$ cat src/rtl/alarm_ringer.sv
`default_nettype none
// ============================================================================
// Module      : alarm_ringer
// Description : Buzzer driver for the alarm. Starts ringing on a rising edge
//               of the alarm match level and beeps 1 s on / 1 s off. Supports
//               a limited number of snoozes with re-ring, dismiss, and an
//               auto-timeout. Time base is the Clock seconds value.
//               Optional volume ramp output: define ALARM_RINGER_VOLUME_EN.
// Revision    : 1.0 - initial release
// ============================================================================
module alarm_ringer #(
    parameter int RING_SECS   = 60,
    parameter int SNOOZE_SECS = 300,
    parameter int MAX_SNOOZE  = 3
) (
    input  logic                            clk,
    input  logic                            reset,
    input  logic                            alarm_in,
    input  logic [5:0]                      sec_in,
    input  logic                            snooze,
    input  logic                            dismiss,
    output logic                            buzzer,
    output logic                            ringing,
    output logic                            snoozing,
    output logic [$clog2(MAX_SNOOZE+1)-1:0] snooze_count,
`ifdef ALARM_RINGER_VOLUME_EN
    output logic [1:0]                      volume,
`endif
    output logic                            timed_out
);

    // Counter widths; a limit of 1 still needs one bit to hold the value 0.
    localparam int RC_W = (RING_SECS > 1) ? $clog2(RING_SECS) : 1;
    localparam int SN_W = (SNOOZE_SECS > 1) ? $clog2(SNOOZE_SECS) : 1;
    localparam int SC_W = $clog2(MAX_SNOOZE + 1);

    localparam logic [RC_W-1:0] RING_LAST   = RC_W'(RING_SECS - 1);
    localparam logic [SN_W-1:0] SNOOZE_LAST = SN_W'(SNOOZE_SECS - 1);
    localparam logic [SC_W-1:0] SNOOZE_MAX  = SC_W'(MAX_SNOOZE);

    typedef enum logic [1:0] {
        ST_IDLE    = 2'd0,
        ST_RINGING = 2'd1,
        ST_SNOOZE  = 2'd2
    } state_t;

    state_t            state_q, state_d;
    logic [5:0]        sec_prev_q, sec_prev_d;
    logic              alarm_q, alarm_d;
    logic [RC_W-1:0]   ring_cnt_q, ring_cnt_d;
    logic [SN_W-1:0]   snooze_cnt_q, snooze_cnt_d;
    logic [SC_W-1:0]   snooze_count_q, snooze_count_d;
    logic              phase_q, phase_d;
    logic              buzzer_q, buzzer_d;
    logic              ringing_q, ringing_d;
    logic              snoozing_q, snoozing_d;
    logic              timed_out_q, timed_out_d;

    logic              tick;
    logic              rise;

    // A change of the seconds value marks one elapsed second (59->0 included).
    assign tick = (sec_in != sec_prev_q);
    assign rise = alarm_in & ~alarm_q;

    // Next-state, counter and registered-output computation.
    always_comb begin
        state_d        = state_q;
        sec_prev_d     = sec_in;
        alarm_d        = alarm_in;
        ring_cnt_d     = ring_cnt_q;
        snooze_cnt_d   = snooze_cnt_q;
        snooze_count_d = snooze_count_q;
        phase_d        = phase_q;
        timed_out_d    = 1'b0;

        case (state_q)
            ST_IDLE: begin
                if (rise) begin
                    state_d        = ST_RINGING;
                    ring_cnt_d     = '0;
                    phase_d        = 1'b1;
                    snooze_count_d = '0;
                end
            end
            ST_RINGING: begin
                if (dismiss) begin
                    state_d = ST_IDLE;
                end else if (snooze && (snooze_count_q < SNOOZE_MAX)) begin
                    state_d        = ST_SNOOZE;
                    snooze_cnt_d   = '0;
                    snooze_count_d = snooze_count_q + SC_W'(1);
                end else if (tick) begin
                    if (ring_cnt_q == RING_LAST) begin
                        state_d     = ST_IDLE;
                        timed_out_d = 1'b1;
                    end else begin
                        ring_cnt_d = ring_cnt_q + RC_W'(1);
                        phase_d    = ~phase_q;
                    end
                end
            end
            ST_SNOOZE: begin
                if (dismiss) begin
                    state_d = ST_IDLE;
                end else if (tick) begin
                    if (snooze_cnt_q == SNOOZE_LAST) begin
                        state_d    = ST_RINGING;
                        ring_cnt_d = '0;
                        phase_d    = 1'b1;
                    end else begin
                        snooze_cnt_d = snooze_cnt_q + SN_W'(1);
                    end
                end
            end
            default: begin
                state_d = ST_IDLE;
            end
        endcase

        // Outputs follow the state being entered so they land with it.
        ringing_d  = (state_d == ST_RINGING);
        snoozing_d = (state_d == ST_SNOOZE);
        buzzer_d   = (state_d == ST_RINGING) & phase_d;
    end

    // State and output registers with asynchronous active-low reset.
    always_ff @(posedge clk or negedge reset) begin
        if (!reset) begin
            state_q        <= ST_IDLE;
            sec_prev_q     <= '0;
            alarm_q        <= 1'b0;
            ring_cnt_q     <= '0;
            snooze_cnt_q   <= '0;
            snooze_count_q <= '0;
            phase_q        <= 1'b0;
            buzzer_q       <= 1'b0;
            ringing_q      <= 1'b0;
            snoozing_q     <= 1'b0;
            timed_out_q    <= 1'b0;
        end else begin
            state_q        <= state_d;
            sec_prev_q     <= sec_prev_d;
            alarm_q        <= alarm_d;
            ring_cnt_q     <= ring_cnt_d;
            snooze_cnt_q   <= snooze_cnt_d;
            snooze_count_q <= snooze_count_d;
            phase_q        <= phase_d;
            buzzer_q       <= buzzer_d;
            ringing_q      <= ringing_d;
            snoozing_q     <= snoozing_d;
            timed_out_q    <= timed_out_d;
        end
    end

    assign buzzer       = buzzer_q;
    assign ringing      = ringing_q;
    assign snoozing     = snoozing_q;
    assign snooze_count = snooze_count_q;
    assign timed_out    = timed_out_q;

`ifdef ALARM_RINGER_VOLUME_EN
    logic [1:0] volume_q, volume_d;
    logic [3:0] vol_tick_q, vol_tick_d;

    // Volume ramp: starts at 1 on entering RINGING, steps up every 10th tick.
    always_comb begin
        volume_d   = volume_q;
        vol_tick_d = vol_tick_q;
        if (state_d != ST_RINGING) begin
            volume_d   = 2'd0;
            vol_tick_d = 4'd0;
        end else if (state_q != ST_RINGING) begin
            volume_d   = 2'd1;
            vol_tick_d = 4'd0;
        end else if (tick) begin
            if (vol_tick_q == 4'd9) begin
                vol_tick_d = 4'd0;
                if (volume_q != 2'd3) begin
                    volume_d = volume_q + 2'd1;
                end
            end else begin
                vol_tick_d = vol_tick_q + 4'd1;
            end
        end
    end

    // Volume ramp registers.
    always_ff @(posedge clk or negedge reset) begin
        if (!reset) begin
            volume_q   <= 2'd0;
            vol_tick_q <= 4'd0;
        end else begin
            volume_q   <= volume_d;
            vol_tick_q <= vol_tick_d;
        end
    end

    assign volume = volume_q;
`endif

endmodule
`default_nettype wire

$ cat config.mk
export PLATFORM = sky130hd
export DESIGN_NAME = alarm_ringer
export DESIGN_NICKNAME = d
export VERILOG_FILES = /design/src/rtl/alarm_ringer.sv
export SDC_FILE = /design/constraint.sdc
export NUM_CORES = 1
export LEC_CHECK = 0
export ABC_AREA = 1
export BUFFER_PORTS_ARGS = -buffer_cell sky130_fd_sc_hd__buf_4
export CORE_ASPECT_RATIO = 1.4
export CORE_MARGIN = 2
export CORE_UTILIZATION = 58
export DETAILED_ROUTE_END_ITERATION = 8
export GPL_TIMING_DRIVEN = 0
export PLACE_DENSITY = 0.79
export SETUP_SLACK_MARGIN = 0.1
export SLEW_MARGIN = 20
export SYNTH_ARGS = -nofsm -noshare
export SYNTH_HDL_FRONTEND = slang
export SYNTH_SLANG_ARGS = --single-unit
$ cat constraint.sdc
create_clock -name clk -period 2.3 [get_ports clk]
set_clock_uncertainty 0.2 [all_clocks]
set_input_delay 0.345 -clock clk [delete_from_list [all_inputs] [get_ports clk]]
set_output_delay 0.345 -clock clk [all_outputs]
set_load 0.02 [all_outputs]
==> results.json, run 1 <==
{
  "route.detailed.drc": 0,
  "status": "finished clean",
  "grt_pass1_wl_mm": 5.589,
  "average_wire_per_standard_cell_um": 11.87,
  "maxClockFrequency_mhz": 480.3,
  "remaining_number_of_nets_flagged_by_the_antenna_check_after_routing": 0,
  "finalPower_uw": 1659,
  "worstMarginPinSlew_ns": 0.3876,
  "grt_setup_unrepaired": "no",
  "mostFrequentLayoutCell": "nand2_1",
  "grt_antenna_before_repair": 0,
  "clkSinkCount": 31,
  "worst_setup_hold_path_clk_slew_ns": 0.07,
  "globalRouteOverflowTotal": 0,
  "netlist_instances": 212,
  "largest_net_degree_at_the_start_of_global_routing": 32,
  "synth_area_in_adders": 0.02217,
  "num-nets-final": 259,
  "dpl_cell_area_mm2": 0.001859,
  "yosys.area_share.xor_xnor": 0.05691,
  "dp.cells": 265,
  "timing_hold_violations_final": 0,
  "report.final.setup_viol": 0,
  "antenna_diode_instance_count": 0,
  "drt-total-wl_mm": 3.359,
  "leakage_component_of_the_power_uw": 0.001050,
  "layout.cells.most_common_list": "nand2_1, dfrtp_1, inv_1",
  "max_slew_violation_total_from_the_final_report": 0,
  "floorplan.io_pins": 17,
  "hold_path_class": "primary input to flop",
  "starting_utilization_of_the_core_area": 0.6003,
  "grt_pass1_vias": 1389,
  "cts-root-buf": "clkbuf_8",
  "layout.core_utilization": 0.7267,
  "seq_area_frac_synth": 0.4582,
  "cp_data_arrival_time_ns": 2.06,
  "place.port_buffers": 16,
  "fp.dieH_um": 67.93,
  "combinational_family_with_the_most_area_after_synthesis": "simple AND/OR/NAND/NOR gates",
  "layout_worst_path_cycle_share": 0.9052,
  "avgSynthCellArea_um2": 7.985,
  "finalInstanceArea_mm2": 0.002049,
  "syn-cell-area_mm2": 0.001693,
  "finalWorstPathRequiredPeriod_ns": 2.082,
  "cts_tree": "done",
  "detailedRoute.firstPassIterationCount": 4,
  "synthMuxAreaShare": 0,
  "cts_buffer_depth": 2,
  "ff2ff_setup_slack_ns": 0.36,
  "layout-drive-gt1-share": 0.1951,
  "fin_cells": 283,
  "place.gp.congestion": 0.8859,
  "criticalPathCategory": "primary input to flop",
  "irDropWorstVdd_mv": 0.5435,
  "post_drt_via_cell_ratio": 5.004,
  "synth-warning-count": 0,
  "dieWidth_um": 49.66,
  "sort_of_element_at_the_start_of_the_critical_path": "primary input",
  "maxCapViolCount": 0,
  "fin_setup_tns_ns": 0,
  "floorplan.core_area_mm2": 0.002820,
  "die-area_mm2": 0.003373,
  "ctsHtreeMaxLevel": 2,
  "path_max_fanout": 9,
  "crit_path_end_kind": "flop",
  "clock_insertion_delay_worst_skew_ns": 0.29,
  "floorplan.rows": 23,
  "track_usage": 0.2202,
  "dp_hpwl_mm": 2.275,
  "detailedRoute.firstIterationViolations": 23,
  "areaGrowthSynthToFinish_pct": 21.06,
  "synth.distinct_cells": 28,
  "fillCellCount": 250,
  "syn-num-nets": 226,
  "route.vias.total": 1416,
  "cts-buffers-inserted": 5,
  "timing.critical_path.required_ns": 2.28,
  "synth-seq-cells": 31,
  "synthSimpleGateAreaFrac": 0.2882,
  "synth-compound-area-share": 0.1005,
  "max-slew-margin-rel": 0.7392,
  "power-per-cell-area_mw_per_mm2": 809.6
}
## cells in the mapped netlist, drive strengths merged
cell type	count	area share
or2	3	0.011
nand2	61	0.14
xnor2	1	0.0052
o31ai	2	0.0089
nor3	4	0.012
nor2	29	0.076
ha	3	0.022
xor2	10	0.052
o22ai	2	0.0074
o21ai	15	0.060
o211ai	2	0.0089
inv	32	0.074
nand4	4	0.015
a21oi	3	0.016
nor4	1	0.0037
dfrtp	31	0.46
nand3	9	0.030
## per-stage QoR
stage                     setup WS, ns  hold WS, ns
after floorplan                 0.4426      -0.1506
after global placement          0.3516      0.09664
after detailed placement        0.3111      0.09988
after CTS                       0.1079      0.07624
after global routing           0.08943      0.08634
final                           0.2180      0.08429
## registers in the layout, summed over array words and instances (netlist names)
name,flops
sec_prev_q,6
snooze_count,2
timed_out,1
snooze_cnt_q,9
snoozing,1
state_q,2
buzzer,1
alarm_q,1
phase_q,1
ringing,1
ring_cnt_q,6
## report_power, final
| group | total [uW] | internal (uW) | switching (uW) | leakage (uW) |
|---|---|---|---|---|
| clock network | 414 | 207 | 208 | 0.0000477 |
| logic | 543 | 192 | 351 | 0.000597 |
| registers | 702 | 629 | 73.2 | 0.000405 |
## worst paths after layout
kind                                             startpoint                     endpoint  cells after the start
worst min-delay path                                dismiss           snoozing$_DFF_PN0_                      2
max in group asynchronous                             reset  snooze_cnt_q[8]$_DFFE_PN0P_                      2
worst max-delay path                              sec_in[2]  snooze_cnt_q[8]$_DFFE_PN0P_                     12
worst max register to register  snooze_count[0]$_DFFE_PN0P_  snooze_cnt_q[8]$_DFFE_PN0P_                     10
worst min register to register  snooze_cnt_q[1]$_DFFE_PN0P_  snooze_cnt_q[1]$_DFFE_PN0P_                      2
min in group asynchronous                             reset      sec_prev_q[3]$_DFF_PN0_                      2
## area by class of cell
type | count | area (um^2) | area share
clock inverters | 3 | 15.01 | 0.007326
inverters | 32 | 125.1 | 0.06105
multi-input cells | 150 | 810.8 | 0.3956
flip-flops and latches | 31 | 775.7 | 0.3785
repair buffers | 25 | 207.7 | 0.1013
clock buffers | 5 | 68.82 | 0.03358
well taps | 37 | 46.29 | 0.02259
## repair_timing
action	4_1_cts	5_1_grt
endpoints found under the hold margin	38	0
endpoints found under the setup margin	0	15
setup buffers	0	1
hold buffers	8	0
resized for setup	0	5
## worst max-delay path: stages
cell           delay (ns)
dlygate4sd3_1        0.55
buf_4                0.15
nand2_1              0.06
nand2_1              0.06
nor2_2               0.18
nand3_2              0.19
nor2_4               0.14
inv_1                0.08
nand2_4              0.13
inv_6                0.07
nand2_1              0.07
o21ai_2              0.05
## cells by family after synthesis
family                   after synthesis
AND/OR/NAND/NOR                      111
buffers and inverters                 32
flip-flops                            31
AO/OA/AOI/OAI                         24
XOR/XNOR                              11
adder cells (fa/ha/maj)                3
## layer usage
metal | track usage | share of wire
met1 | 0.2252 | 0.42
met2 | 0.4200 | 0.52
met3 | 0.04585 | 0.029
met4 | 0.1146 | 0.028
met5 | 0 | 0
Note: power is estimated with default switching activity, not from simulation.
==> inputs of run 2 (changes only) <==
--- a/config.mk
+++ b/config.mk
@@ -9,10 +9,11 @@
 export BUFFER_PORTS_ARGS = -buffer_cell sky130_fd_sc_hd__buf_4
 export CORE_ASPECT_RATIO = 1.4
 export CORE_MARGIN = 2
-export CORE_UTILIZATION = 58
+export CORE_UTILIZATION = 49
+export CTS_CLUSTER_DIAMETER = 50
 export DETAILED_ROUTE_END_ITERATION = 8
 export GPL_TIMING_DRIVEN = 0
-export PLACE_DENSITY = 0.79
+export PLACE_DENSITY = 0.68
 export SETUP_SLACK_MARGIN = 0.1
 export SLEW_MARGIN = 20
 export SYNTH_ARGS = -nofsm -noshare
==> results.json, run 2 (synthesis gave the netlist of run 1 again) <==
{
  "detailedRoute.firstIterationViolations": 34,
  "min_path_cells": 2,
  "fin_setup_tns_ns": 0,
  "criticalPathCategory": "flop to flop",
  "whs_endpoint": "snoozing$_DFF_PN0_",
  "path_max_fanout": 10,
  "drt-total-wl_mm": 3.196,
  "ctsHtreeMaxLevel": 2,
  "max-slew-margin-rel": 0.7258,
  "status": "finished clean",
  "layout-drive-gt1-share": 0.1762,
  "starting_utilization_of_the_core_area": 0.5058,
  "clkSinkCount": 31,
  "startpoint": "ring_cnt_q[0]$_DFFE_PN0P_",
  "place.gp.congestion": 0.8193,
  "finalWorstPathRequiredPeriod_ns": 2.034,
  "cp_data_arrival_time_ns": 2.00,
  "num-nets-final": 257,
  "worst_setup_hold_path_clk_slew_ns": 0.06,
  "hold_path_class": "primary input to flop",
  "dp.cells": 268,
  "floorplan.core_area_mm2": 0.003347,
  "cts-buffers-inserted": 5,
  "floorplan.rows": 25,
  "leakage_component_of_the_power_uw": 0.001049,
  "globalRouteOverflowTotal": 0,
  "largest_net_degree_at_the_start_of_global_routing": 32,
  "layout.cells.most_common_list": "nand2_1, dfrtp_1, inv_1",
  "postCtsSetupBuffers": 0,
  "grt_antenna_before_repair": 0,
  "floorplan.io_pins": 17,
  "cts-root-buf": "clkbuf_8",
  "regMostFlops": "snooze_cnt_q",
  "worstMarginPinSlew_ns": 0.4070,
  "dp_hpwl_mm": 2.244,
  "antenna_diode_instance_count": 0,
  "areaGrowthSynthToFinish_pct": 20.69,
  "ff2ff_setup_slack_ns": 0.27,
  "average_wire_per_standard_cell_um": 11.25,
  "largest_register_ffs": 9,
  "mostFrequentLayoutCell": "nand2_1",
  "grt_setup_unrepaired": "no",
  "layout_worst_path_cycle_share": 0.8844,
  "cts_tree": "done",
  "timing_hold_violations_final": 0,
  "remaining_number_of_nets_flagged_by_the_antenna_check_after_routing": 0,
  "post_drt_via_cell_ratio": 4.810,
  "irDropWorstVdd_mv": 0.6237,
  "grt_pass1_wl_mm": 5.706,
  "maxCapViolCount": 0,
  "worstHoldStart": "dismiss",
  "fin_cells": 284,
  "dieWidth_um": 53.68,
  "grt_pass1_vias": 1354,
  "r2r-start": "ring_cnt_q[0]$_DFFE_PN0P_",
  "track_usage": 0.1993,
  "place.port_buffers": 16,
  "r2r_end": "ring_cnt_q[1]$_DFFE_PN0P_",
  "report.final.setup_viol": 0,
  "fp.dieH_um": 73.55,
  "cts_buffer_depth": 2,
  "power-per-cell-area_mw_per_mm2": 837.0,
  "route.detailed.drc": 0,
  "reg2regPathDepth": 9,
  "route.vias.total": 1366,
  "biggestRegsByFlops": "snooze_cnt_q (9), ring_cnt_q (6), sec_prev_q (6)",
  "detailedRoute.firstPassIterationCount": 4,
  "max_slew_violation_total_from_the_final_report": 0,
  "crit_path_end_kind": "flop",
  "clock_insertion_delay_worst_skew_ns": 0.28,
  "timing.critical_path.required_ns": 2.27,
  "sort_of_element_at_the_start_of_the_critical_path": "flop",
  "maxClockFrequency_mhz": 491.6,
  "die-area_mm2": 0.003948
}
==> run 2: through the flow <==
step | hold WS, ns | instance area (um^2) | total power (uW) | setup slack [ns] | utilization
CTS | 0.08163 | 2043 | 1732 | 0.2590 | 0.6105
global placement | 0.1075 | 1863 | 1231 | 0.3355 | 0.5566
detailed placement | 0.1066 | 1863 | 1240 | 0.3123 | 0.5566
floorplan | -0.1506 | 1693 | 1085 | 0.4426 | -
global route | 0.09661 | 2043 | 1836 | 0.1172 | 0.6105
finish | 0.08998 | 2043 | 1710 | 0.2658 | 0.6105
==> run 2: final cells by class <==
class / count / area [um^2]
fill: 314 / 1304
multi-input combinational: 149 / 792.0
sequential: 31 / 775.7
timing repair buffer: 24 / 200.2
inverter: 32 / 125.1
clock buffer: 8 / 100.1
tap: 40 / 50.05
==> run 2: timing repair <==
action	4_1_cts	5_1_grt
hold buffers	8	0
endpoints found under the hold margin	38	0
gates resized for setup	0	0
endpoints found under the setup margin	0	0
==> run 2: per-layer routing <==
metal | track usage | vias up | share of wire
met5 | 0 | - | 0
met4 | 0.1168 | 0 | 0.025
met3 | 0.04472 | 7 | 0.026
met2 | 0.3198 | 15 | 0.50
met1 | 0.2373 | 619 | 0.45
li1 | - | 725 | -
==> run 2: worst max path at each step <==
| stage | end |
|---|---|
| 6_report | ring_cnt_q[1]$_DFFE_PN0P_ |
| 3_3_place_gp | ring_cnt_q[1]$_DFFE_PN0P_ |
| 3_5_place_dp | ring_cnt_q[1]$_DFFE_PN0P_ |
| 5_1_grt | ring_cnt_q[1]$_DFFE_PN0P_ |
| 2_1_floorplan | snooze_cnt_q[4]$_DFFE_PN0P_ |
| 4_1_cts | ring_cnt_q[1]$_DFFE_PN0P_ |
==> run 2: critical path: stages (launching register included) <==
cell and delay, ns:
dfrtp_1 0.41, ha_1 0.25, inv_1 0.06, nor2_1 0.03
nand3_1 0.12, nand2_1 0.09, o21ai_0 0.37, nand2_2 0.23
nand2_1 0.10, o21ai_1 0.06
==> run 2: where the power goes <==
group | switching (uW) | internal, uW | leakage (uW) | total [uW]
sequential | 76.1 | 629 | 0.000405 | 705
clock | 199 | 273 | 0.0000515 | 472
combinational | 343 | 191 | 0.000592 | 534
==> inputs of run 3 (changes only) <==
--- a/config.mk
+++ b/config.mk
@@ -13,7 +13,7 @@
 export CTS_CLUSTER_DIAMETER = 50
 export DETAILED_ROUTE_END_ITERATION = 8
 export GPL_TIMING_DRIVEN = 0
-export PLACE_DENSITY = 0.68
+export PLACE_DENSITY = 0.78
 export SETUP_SLACK_MARGIN = 0.1
 export SLEW_MARGIN = 20
 export SYNTH_ARGS = -nofsm -noshare
==> results.json, run 3 (synthesis gave the netlist of run 1 again) <==
{
  "status": "finished clean",
  "max-slew-margin-rel": 0.7415,
  "grt_antenna_before_repair": 0,
  "max_slew_violation_total_from_the_final_report": 0,
  "floorplan.rows": 25,
  "sort_of_element_at_the_start_of_the_critical_path": "primary input",
  "dp.cells": 268,
  "fin_cells": 283,
  "critical_path.most_common_cell": "nand2_1",
  "remaining_number_of_nets_flagged_by_the_antenna_check_after_routing": 0,
  "report.final.setup_viol": 0,
  "r2r_end": "snooze_cnt_q[4]$_DFFE_PN0P_",
  "grt_most_used_layer": "met2",
  "leakage_component_of_the_power_uw": 0.001045,
  "hold_path_class": "primary input to flop",
  "grt.met1_usage": 0.1869,
  "seqPwrFrac": 0.420,
  "maxCapViolCount": 0,
  "min_path_cells": 2,
  "path_cells": "dlygate4sd3_1 > buf_4 > nand2_1 > nand2_1 > nor2_1 > nand3_4 > nor2_2 > inv_1 > nand2_4 > inv_6 > nand2_1 > o21ai_2",
  "path_depth": 12,
  "mostFrequentLayoutCell": "nand2_1",
  "fp.dieH_um": 73.55,
  "ctsHtreeMaxLevel": 2,
  "path_max_fanout": 9,
  "floorplan.core_area_mm2": 0.003347,
  "detailedRoute.firstPassIterationCount": 4,
  "dpl_cell_area_mm2": 0.001863,
  "grt_setup_unrepaired": "no",
  "finalInstanceArea_mm2": 0.002044,
  "layout_worst_path_cycle_share": 0.8735,
  "share_clk_of_total_power": 0.258,
  "route.vias.total": 1412,
  "p_sw_uw": 617.7,
  "floorplan.io_pins": 17,
  "antenna_diode_instance_count": 0,
  "clock_insertion_delay_worst_skew_ns": 0.29,
  "criticalPathCategory": "primary input to flop",
  "cts-root-buf": "clkbuf_8",
  "place.port_buffers": 16,
  "startpoint": "sec_in[5]",
  "endpoint": "snooze_cnt_q[8]$_DFFE_PN0P_",
  "grt_pass1_wl_mm": 5.575,
  "buf_inv_on_cp": 4,
  "average_wire_per_standard_cell_um": 11.39,
  "post_drt_via_cell_ratio": 4.989,
  "worstMarginPinSlew_ns": 0.3877,
  "globalRouteMet2Util": 0.3550,
  "layout-drive-gt1-share": 0.1852,
  "crit_path_end_kind": "flop",
  "detailedRoute.firstIterationViolations": 21,
  "critical_path.slowest_cell": "dlygate4sd3_1",
  "reg2regPathDepth": 10,
  "place.gp.congestion": 0.8072,
  "dp_hpwl_mm": 2.271,
  "cts_tree": "done",
  "maxClockFrequency_mhz": 497.8,
  "grt_use_met3": 0.05081,
  "route.detailed.drc": 0,
  "layout.cells.most_common_list": "nand2_1, dfrtp_1, inv_1",
  "largest_net_degree_at_the_start_of_global_routing": 32,
  "irDropWorstVdd_mv": 0.5254,
  "worst_setup_hold_path_clk_slew_ns": 0.06,
  "num-nets-final": 257,
  "track_usage": 0.1982,
  "dieWidth_um": 53.68,
  "critical_path.top_delay_family": "buffers and inverters",
  "p_comb_frac": 0.322,
  "r2r-start": "snooze_count[0]$_DFFE_PN0P_",
  "areaGrowthSynthToFinish_pct": 20.77,
  "timing.critical_path.required_ns": 2.28,
  "swShare": 0.3693,
  "fillCellCount": 310,
  "grt_pass1_vias": 1419,
  "fin_setup_tns_ns": 0,
  "biggestRegsByFlops": "snooze_cnt_q (9), ring_cnt_q (6), sec_prev_q (6)",
  "cts-buffers-inserted": 5,
  "globalRouteOverflowTotal": 0,
  "starting_utilization_of_the_core_area": 0.5058,
  "drt-total-wl_mm": 3.224,
  "regMostFlops": "snooze_cnt_q",
  "power_report.internal_total_uw": 1055,
  "finalWorstPathRequiredPeriod_ns": 2.009,
  "die-area_mm2": 0.003948,
  "ff2ff_setup_slack_ns": 0.36,
  "cp_data_arrival_time_ns": 1.99,
  "cts_buffer_depth": 2,
  "layout.core_utilization": 0.6108,
  "timing_hold_violations_final": 0,
  "clkSinkCount": 31,
  "critical-path-max-stage-delay_ns": 0.53,
  "largest_register_ffs": 9,
  "power-per-cell-area_mw_per_mm2": 818.1
}
[run 3: worst reg2reg max path, cell delays in order, from the launching register on]
cell,delay [ns]
dfrtp_1,0.41
ha_1,0.21
inv_1,0.05
nand2_1,0.08
o21ai_1,0.27
o21ai_4,0.13
a21oi_4,0.17
nand2_4,0.11
inv_6,0.12
nand2_1,0.07
o21ai_2,0.05
[run 3: how the worst min path moves through the flow]
stage,from,slack (ns),end
floorplan,reset,-0.15,alarm_q$_DFF_PN0_
finish,dismiss,0.1,snoozing$_DFF_PN0_
global placement,reset,0.10,sec_prev_q[0]$_DFF_PN0_
global route,dismiss,0.09,snoozing$_DFF_PN0_
CTS,dismiss,0.09,snoozing$_DFF_PN0_
detailed placement,reset,0.1,sec_prev_q[1]$_DFF_PN0_
[run 3: area by class of cell]
type	count	area, um^2	area share
multi-input combinational	149	805.8	0.3941
tap	40	50.05	0.02448
clock buffer	6	82.58	0.04039
clock inverter	1	5.005	0.002448
timing repair buffer	24	200.2	0.09792
sequential	31	775.7	0.3794
inverter	32	125.1	0.06120
[run 3: what timing repair did]
item / in CTS / in global routing
hold endpoints to repair: 38 / 0
buffers inserted: 0 / 0
hold buffers: 8 / 0
resized for setup: 0 / 4
setup endpoints to repair: 0 / 11
[run 3: power groups by stage]
| stage | registers [uW] | logic [uW] | clock network, uW |
|---|---|---|---|
| detailed placement | 713 | 525 | 0 |
| global placement | 711 | 515 | 0 |
| floorplan | 732 | 352 | 0 |
| finish | 703 | 538 | 431 |
| CTS | 704 | 537 | 445 |
| global route | 714 | 614 | 468 |
[run 3: stage by stage]
step | total power, uW | worst slack [ns] | hold WS (ns)
floorplan | 1085 | 0.4426 | -0.1506
global placement | 1226 | 0.3470 | 0.1018
detailed placement | 1238 | 0.3100 | 0.09821
CTS | 1686 | 0.1162 | 0.08695
global route | 1796 | 0.1260 | 0.09440
finish | 1673 | 0.2910 | 0.09905
[run 3: layer usage]
layer	vias to the layer above	wire, um	part of all wire
met5	-	0	0
met4	0	85	0.026
met3	8	109	0.034
met2	21	1726	0.54
met1	653	1303	0.40
li1	730	-	-
